`config.mk`:
```
export PLATFORM = sky130hd
export DESIGN_NAME = seq_divider_flat
export DESIGN_NICKNAME = d
export VERILOG_FILES = /design/src/rtl/seq_divider_if.sv /design/src/rtl/seq_divider.sv /design/src/flat_wrapper.sv
export SDC_FILE = /design/constraint.sdc
export NUM_CORES = 1
export LEC_CHECK = 0
export ABC_AREA = 1
export CORE_MARGIN = 8
export CORE_UTILIZATION = 46
export DETAILED_ROUTE_END_ITERATION = 16
export PLACE_DENSITY = 0.73
export SKIP_CTS_REPAIR_TIMING = 1
export SLEW_MARGIN = 20
export SYNTH_ARGS = -nofsm -noshare
export SYNTH_HDL_FRONTEND = slang
export SYNTH_SLANG_ARGS = --single-unit
```
`constraint.sdc`:
```
create_clock -name clk -period 2.1 [get_ports clk]
set_clock_uncertainty 0.05 [all_clocks]
set_input_delay 0.42 -clock clk [delete_from_list [all_inputs] [get_ports clk]]
set_output_delay 0.42 -clock clk [all_outputs]
set_load 0.05 [all_outputs]
```
`src/rtl/seq_divider_if.sv`:
```
// Operand/result handshake bundle for seq_divider.
// The master side drives the operands and out_ready. The slave side is the divider.
interface seq_divider_if #(
    parameter int unsigned WIDTH = 32
);
    logic             in_valid;
    logic             in_ready;
    logic [WIDTH-1:0] dividend;
    logic [WIDTH-1:0] divisor;
    logic             out_valid;
    logic             out_ready;
    logic [WIDTH-1:0] quotient;
    logic [WIDTH-1:0] remainder;
    logic             div_by_zero;

    modport master (
        output in_valid, dividend, divisor, out_ready,
        input  in_ready, out_valid, quotient, remainder, div_by_zero
    );

    modport slave (
        input  in_valid, dividend, divisor, out_ready,
        output in_ready, out_valid, quotient, remainder, div_by_zero
    );
endinterface

```
`src/rtl/seq_divider.sv`:
```
// Radix-2 restoring unsigned divider: one quotient bit per BUSY cycle, MSB first.
// Define SEQ_DIVIDER_ZERO_SHORTCUT_EN to send zero-divisor operations straight from IDLE to DONE.
module seq_divider #(
    parameter int unsigned WIDTH = 32
) (
    input  logic          clk,
    input  logic          rst_n,
    seq_divider_if.slave  bus
);
    localparam int unsigned CW = (WIDTH > 1) ? $clog2(WIDTH) : 1;

    typedef enum logic [1:0] {
        IDLE,
        BUSY,
        DONE
    } state_t;

    state_t           state_q, state_d;
    logic [CW-1:0]    count_q;
    logic [WIDTH-1:0] rem_q;
    logic [WIDTH-1:0] dvd_q;
    logic [WIDTH-1:0] dsr_q;
    logic [WIDTH-1:0] quo_q;
    logic             dbz_q;

    logic [WIDTH:0]   shifted;
    logic [WIDTH-1:0] trial;
    logic             ge;

    // The kept remainder is always below the divisor, so the W-bit difference is exact when ge.
    always_comb begin
        shifted = {rem_q, dvd_q[WIDTH-1]};
        ge      = (shifted >= {1'b0, dsr_q});
        trial   = shifted[WIDTH-1:0] - dsr_q;
    end

    always_ff @(posedge clk or negedge rst_n) begin
        if (!rst_n) begin
            state_q <= IDLE;
        end else begin
            state_q <= state_d;
        end
    end

    always_comb begin
        state_d = state_q;
        case (state_q)
            IDLE: begin
                if (bus.in_valid) begin
`ifdef SEQ_DIVIDER_ZERO_SHORTCUT_EN
                    state_d = (bus.divisor == '0) ? DONE : BUSY;
`else
                    state_d = BUSY;
`endif
                end
            end
            BUSY: begin
                if (count_q == '0) begin
                    state_d = DONE;
                end
            end
            DONE: begin
                if (bus.out_ready) begin
                    state_d = IDLE;
                end
            end
            default: state_d = IDLE;
        endcase
    end

    always_ff @(posedge clk or negedge rst_n) begin
        if (!rst_n) begin
            count_q <= '0;
            rem_q   <= '0;
            dvd_q   <= '0;
            dsr_q   <= '0;
            quo_q   <= '0;
            dbz_q   <= 1'b0;
        end else begin
            case (state_q)
                IDLE: begin
                    if (bus.in_valid) begin
                        rem_q   <= '0;
                        dvd_q   <= bus.dividend;
                        dsr_q   <= bus.divisor;
                        quo_q   <= '0;
                        count_q <= CW'(WIDTH - 1);
                        dbz_q   <= (bus.divisor == '0);
`ifdef SEQ_DIVIDER_ZERO_SHORTCUT_EN
                        if (bus.divisor == '0) begin
                            quo_q <= '1;
                            rem_q <= bus.dividend;
                        end
`endif
                    end
                end
                BUSY: begin
                    rem_q <= ge ? trial : shifted[WIDTH-1:0];
                    quo_q <= {quo_q[WIDTH-2:0], ge};
                    dvd_q <= dvd_q << 1;
                    if (count_q != '0) begin
                        count_q <= count_q - CW'(1);
                    end
                end
                default: ;
            endcase
        end
    end

    always_comb begin
        bus.in_ready    = (state_q == IDLE);
        bus.out_valid   = (state_q == DONE);
        bus.quotient    = quo_q;
        bus.remainder   = rem_q;
        bus.div_by_zero = dbz_q;
    end
endmodule

```
`src/flat_wrapper.sv`:
```
// flat-port wrapper written by rule: the top's interface ports become plain ports
module seq_divider_flat 
#(
    parameter int unsigned WIDTH = 32
)
  (clk, rst_n, bus_in_valid, bus_dividend, bus_divisor, bus_out_ready, bus_in_ready, bus_out_valid, bus_quotient, bus_remainder, bus_div_by_zero);
  seq_divider_if #(.WIDTH(WIDTH)) bus_i ();
  input  logic clk;
  input  logic rst_n;
  input wire logic [$bits(bus_i.in_valid)-1:0] bus_in_valid;
  input wire logic [$bits(bus_i.dividend)-1:0] bus_dividend;
  input wire logic [$bits(bus_i.divisor)-1:0] bus_divisor;
  input wire logic [$bits(bus_i.out_ready)-1:0] bus_out_ready;
  output wire logic [$bits(bus_i.in_ready)-1:0] bus_in_ready;
  output wire logic [$bits(bus_i.out_valid)-1:0] bus_out_valid;
  output wire logic [$bits(bus_i.quotient)-1:0] bus_quotient;
  output wire logic [$bits(bus_i.remainder)-1:0] bus_remainder;
  output wire logic [$bits(bus_i.div_by_zero)-1:0] bus_div_by_zero;
  assign bus_i.in_valid = bus_in_valid;
  assign bus_i.dividend = bus_dividend;
  assign bus_i.divisor = bus_divisor;
  assign bus_i.out_ready = bus_out_ready;
  assign bus_in_ready = bus_i.in_ready;
  assign bus_out_valid = bus_i.out_valid;
  assign bus_quotient = bus_i.quotient;
  assign bus_remainder = bus_i.remainder;
  assign bus_div_by_zero = bus_i.div_by_zero;
  seq_divider #(.WIDTH(WIDTH)) u_core (.clk(clk), .rst_n(rst_n), .bus(bus_i));
endmodule
```
==> run metrics <==
met3 usage=0.0749; grt met2 use=0.356; largest net degree at the start of global routing=between 60 and 70; initial DRC count=410; nets@finish=between 1500 and 2000; flop2flop setup slack=-0.04 ns; CTS tree=yes; top_reg_cell synth=dfrtp_1; total of max-cap violations=0; Hold EP=u_core.count_q[4]$_DFFE_PN0P_; first-pass GRT wire length=41.2 mm; CP cell instances=ha_1, nand2_1, nor2_1, nand2_1, nor2_1, nand2_1, nand3_2, a21oi_4, nand2_8, buf_4, nand2_2, nand3_1, nand2_1; biggest area consumer among synthesized cells=dfrtp_1; routed wire length per instance=15.5 µm; setup tns final=-0.219 ns; crit-path max FO=8; Max transition margin=0.619; clock root buffer=clkbuf_16; status=finished with violations; Worst Hold Class=reg -> reg; sequential area share after synthesis=0.399; fin crit period=~2.1 ns; GRT Total Usage=0.216; Cells after DPL=between 1500 and 2000; synth warn=0; post-synth cell types=39; slowest CP cell=dfrtp_2; Area Growth Syn to Fin=45.7%; syn_area_per_cell=7.04 µm²; Setup CP Type=reg -> reg; Least-Margin Pin Slew=0.571 ns; share of the synthesized area in the top cell type=0.399; FF-to-FF path depth=13; GR peak layer=met2; Non-Filler Instances=1679; initial core utilization=0.471; violated checks=setup timing; Synth area leaders=dfrtp_1 (40%), nand2_1 (18%), inv_1 (8.9%), ha_1 (5.0%), o21ai_0 (4.1%); Post-synth top cells=nand2_1 (399), inv_1 (202), dfrtp_1 (136); final worst path period share=1.02; Rows=between 40 and 50; R2R Path End=u_core.bus.remainder[1]$_DFFE_PN0P_; crit path launch type=flip-flop; num ports=about 140; slack of the critical path=-0.0395 ns; share of cells above drive strength 1=0.283; DRC=0; number of flops mapped to enable cells by yosys=0; Buf/Inv on CP=1; CTS H-tree depth=4; vias in the first global route=8416; Mapped Area=8520 µm²; grt ovf=0; die area=23100 µm²; number of cells on the critical path=13; Max Slew Vio Count=0; Crit path max-delay family=simple AND/OR/NAND/NOR gates; Worst Path Arrival=about 2.5 ns; die width=roughly 150 µm; core box area=18100 µm²; FF+latch count, synth=roughly 140; worst r2r src=u_core.bus.remainder[0]$_DFFE_PN0P_; antenna violations before repair=0; Post-Route WL=26.0 mm; Worst setup EP type=flip-flop; syn_nets=roughly 1300; DP HPWL=19.0 mm; FMAX=467 MHz; CTS buffer count=17; HP Start=u_core.count_q[4]$_DFFE_PN0P_; Port-buffer cells=134; final setup violation count=18; Place WS=-0.0659 ns; Hold Crit Depth=1; via count=between 8000 and 9000; Fin. Hold Viols=0; ANT nets after route=0; Async S/R FF share, synth=1.00; Vias/cell=roughly 5; clk sinks=about 140; clk buf depth=2; RSZ-0062 raised after global routing=yes; Syn Inst Count=~1200; CTS clk-pin slew, worst paths=roughly 0.06 ns; gpl congestion=approximately 0.90; Req. time, crit path=between 2 and 2.5 ns; final hold slack=about 0.42 ns; CP most frequent cell=nand2_1; worst stage delay on the critical path=approximately 0.43 ns; Die H=roughly 150 µm; Clk Latency, worst-skew pair=~0.43 ns; GR Util met1=0.263; First-pass DRT Iterations=5; top-count cell post-synth=nand2_1; number of antenna cells inserted=0
-- through the flow --
step / util / instance area, µm²
after CTS: 0.642 / 11600
after floorplan: - / 8920
after global placement: 0.611 / 11000
final: 0.687 / 12400
after detailed placement: 0.611 / 11000
after global routing: 0.687 / 12400
-- cells by family after synthesis --
family | after synthesis | share of synthesized area
simple gates | 616 | 0.315
xor+xnor | 14 | 0.0144
buf+inv | 247 | 0.116
flops | 136 | 0.399
fa+ha+maj | 35 | 0.0523
compound gates | 162 | 0.103
-- layout make-up --
class	count	area, µm²
Timing Repair Buffer	249	2340
Inverter	206	773
Sequential cell	136	3440
Fill cell	1547	5670
Tap cell	229	287
Clock buffer	18	429
Multi-Input combinational cell	827	5010
Clock inverter	14	138
-- metal layers --
| layer | wire length, µm | up-vias |
|---|---|---|
| met5 | 0 | - |
| met4 | 388 | 0 |
| met3 | 1810 | 35 |
| met2 | 12600 | 199 |
| met1 | 11200 | 3963 |
| li1 | - | 4242 |
-- cells in the final DEF, fill, tap and decap left out, drive strengths merged, types with 10 or more instances in the layout --
| cell | n |
|---|---|
| nand3 | 47 |
| nor2 | 82 |
| nand2 | 423 |
| nand4 | 10 |
| dlymetal6s2s | 19 |
| clkbuf | 21 |
| o21ai | 70 |
| buf | 149 |
| dfrtp | 136 |
| nand3b | 33 |
| ha | 34 |
| inv | 211 |
| xnor2 | 12 |
| a21oi | 54 |
| clkdlybuf4s50 | 77 |
| o22ai | 31 |
-- worst max path at each step --
stage                                                     from                                    to
final                      u_core.bus.remainder[0]$_DFFE_PN0P_   u_core.bus.remainder[1]$_DFFE_PN0P_
after global routing              u_core.dsr_q[13]$_DFFE_PN0P_   u_core.bus.remainder[1]$_DFFE_PN0P_
after CTS                         u_core.dsr_q[22]$_DFFE_PN0P_   u_core.bus.remainder[1]$_DFFE_PN0P_
after detailed placement          u_core.dsr_q[23]$_DFFE_PN0P_   u_core.bus.remainder[1]$_DFFE_PN0P_
after floorplan            u_core.bus.remainder[7]$_DFFE_PN0P_  u_core.bus.remainder[16]$_DFFE_PN0P_
after global placement    u_core.bus.remainder[21]$_DFFE_PN0P_  u_core.bus.remainder[24]$_DFFE_PN0P_
-- state kept, by name (all words and copies together) (netlist names) --
signal and flops:
u_core.count_q 5, u_core.dvd_q 32, u_core.state_q 2, u_core.bus.remainder 32
u_core.bus.quotient 32, u_core.dsr_q 32, u_core.bus.div_by_zero 1
Power is left out: the tool's default activity adds up to more than one toggle a clock period on the data nets, which glitch-free logic cannot reach.
==> patch (config.mk and constraints unchanged) <==
Build with the macro `SEQ_DIVIDER_ZERO_SHORTCUT_EN` defined.
--- a/src/rtl/seq_divider.sv
+++ b/src/rtl/seq_divider.sv
@@ -1,5 +1,7 @@
 // Radix-2 restoring unsigned divider: one quotient bit per BUSY cycle, MSB first.
 // Define SEQ_DIVIDER_ZERO_SHORTCUT_EN to send zero-divisor operations straight from IDLE to DONE.
+`define SEQ_DIVIDER_ZERO_SHORTCUT_EN
+
 module seq_divider #(
     parameter int unsigned WIDTH = 32
 ) (
Check against the original RTL: not equivalent (Yosys sat finds a counterexample within 4 cycles, from zero or initial values and one cycle with rst_n low).
==> patch against the original RTL <==
Synthesized cell count increased by 9.7%. Synthesized area increased by 8.0%. Critical path type unchanged. Sequential cell count unchanged. The flow still finishes with violations (setup timing). Cell area increased by 10%. Worst setup slack got worse by 0.089 ns. Wire length increased by 22%. First-iteration DRC count increased by 73%.
Power is not shown: default switching activity piles up to over one toggle a cycle in this logic, so the estimate is an artifact.
==> patch: results (changes against the original RTL) <==
metric	value	unit	change
DR iter-0 viols	709		+73%
Routed WL	31.7	mm	+22%
CP Max Fanout	11		+3
vias in the first global route	9184		+9.1%
R2R depth	13		unchanged
initial antenna violation count	0		unchanged
worst r2r dst	u_core.bus.remainder[3]$_DFFE_PN0P_		
xor/xnor cell area share of the yosys netlist	0.0133		-0.00106
Post-Synthesis Net Count	1430		+8.9%
min setup slack post-route	-0.129	ns	-0.0891 ns
GP Congestion	0.975		+8.0%
r2r startpoint	u_core.bus.remainder[19]$_DFFE_PN0P_		
Synth Area in Compound Gates	0.148		+0.0455
HPWL after detailed placement	23.6	mm	+24%
Worst-Margin Slew	0.559	ns	-0.0120 ns
Hold Path Class	in2reg		
DP Worst Slack	-0.400	ns	-0.334 ns
synth top area cells	dfrtp_1 37%, nand2_1 18%, inv_1 9.5%		
crit path DAT	2.52	ns	+0.07 ns
Hold Crit Start	bus_divisor[5]		
hold path endpoint	u_core.dsr_q[5]$_DFFE_PN0P_		
status	finished with violations		
failing checks	setup timing		
share of cells above drive strength 1	0.282		-0.00160
endpoints failing setup	33		+15
largest net degree at the start of global routing	116		+76%
Post-Synth Adder-Cell Area	0.0484		-0.00385
Tot GR Track Use	0.250		+0.0334
Seq/Total Area, Yosys	0.370		-0.0295
Synth top cells by count	436 x nand2_1, 233 x inv_1, 136 x dfrtp_1		
vias per cell	5.10		+1.6%
Synth cell types	40		+2.6%
first-pass GRT wire length	48.3	mm	+17%
Layout Nets	1716		+11%
## patch: cell count changes after synthesis, sizes merged, moves of 21 or more
cell     before  now
nand3        47   97
inv         205  241
a2bb2oi       0   32
o22ai        31    0
a21oi        54   24
nand3b       33    4
a21boi        0   26
nor2         82   57
o211ai        0   22
nand2       423  444
## patch: per-stage QoR
step           utilization  hold WS [ns]  setup TNS, ns  instances  area [um^2]
2_1_floorplan            -        0.0744              0       1327         9510
6_report             0.702         0.235          -2.69       1890        13700
3_5_place_dp         0.631         0.273         -21.80       1849        12300
5_1_grt              0.702         0.263          -6.64       1890        13700
3_3_place_gp         0.631         0.273         -19.66       1849        12300
4_1_cts              0.663        -0.176          -5.43       1880        12900
## patch: how the worst max path moves through the flow
stage                                              start                                    to  slack [ns]  cells after the start
floorplan           u_core.bus.remainder[13]$_DFFE_PN0P_   u_core.bus.remainder[4]$_DFFE_PN0P_      0.0008                     13
global placement                          bus_divisor[5]  u_core.bus.remainder[14]$_DFFE_PN0P_       -0.32                     10
detailed placement                        bus_divisor[5]  u_core.bus.remainder[11]$_DFFE_PN0P_       -0.40                     10
CTS                  u_core.bus.remainder[4]$_DFFE_PN0P_  u_core.bus.remainder[27]$_DFFE_PN0P_       -0.23                     13
global route        u_core.bus.remainder[15]$_DFFE_PN0P_   u_core.bus.remainder[3]$_DFFE_PN0P_       -0.25                     15
finish              u_core.bus.remainder[19]$_DFFE_PN0P_   u_core.bus.remainder[3]$_DFFE_PN0P_       -0.13                     13
## patch: cell families after synthesis
| family | Yosys count |
|---|---|
| AOI/OAI and AO/OA | 211 |
| xor gates and xnor gates | 14 |
| and+or+nand+nor | 632 |
| buffers and inverters | 299 |
| DFF | 136 |
| adders and majority gates | 35 |
## patch: critical path: stages (launching register included)
cell and delay (ns):
dfrtp_2 0.46, ha_4 0.28, nand2_1 0.06, nand2_1 0.07, inv_1 0.07, nand2_2 0.08, a21oi_4 0.22, nor2_4 0.07
nor2_8 0.18, nand2_8 0.11, buf_12 0.16, nand2_1 0.05, nand3_1 0.08, a21boi_2 0.19
## patch: metal layers
layer	global-route usage	vias to the layer above	wire length, um
li1	-	4760	-
met1	0.343	4513	14100
met2	0.381	331	14300
met3	0.0579	44	2610
met4	0.0793	0	700
met5	0	-	0
## patch: final cells by class
class,count,area [um^2],area share
Inverter,246,926,0.0676
Clock inverter,12,164,0.0120
Tap cell,265,332,0.0242
Sequential cell,136,3440,0.251
Multi-Input combinational cell,892,5370,0.392
Clock buffer,19,453,0.0331
Timing Repair Buffer,320,3020,0.220
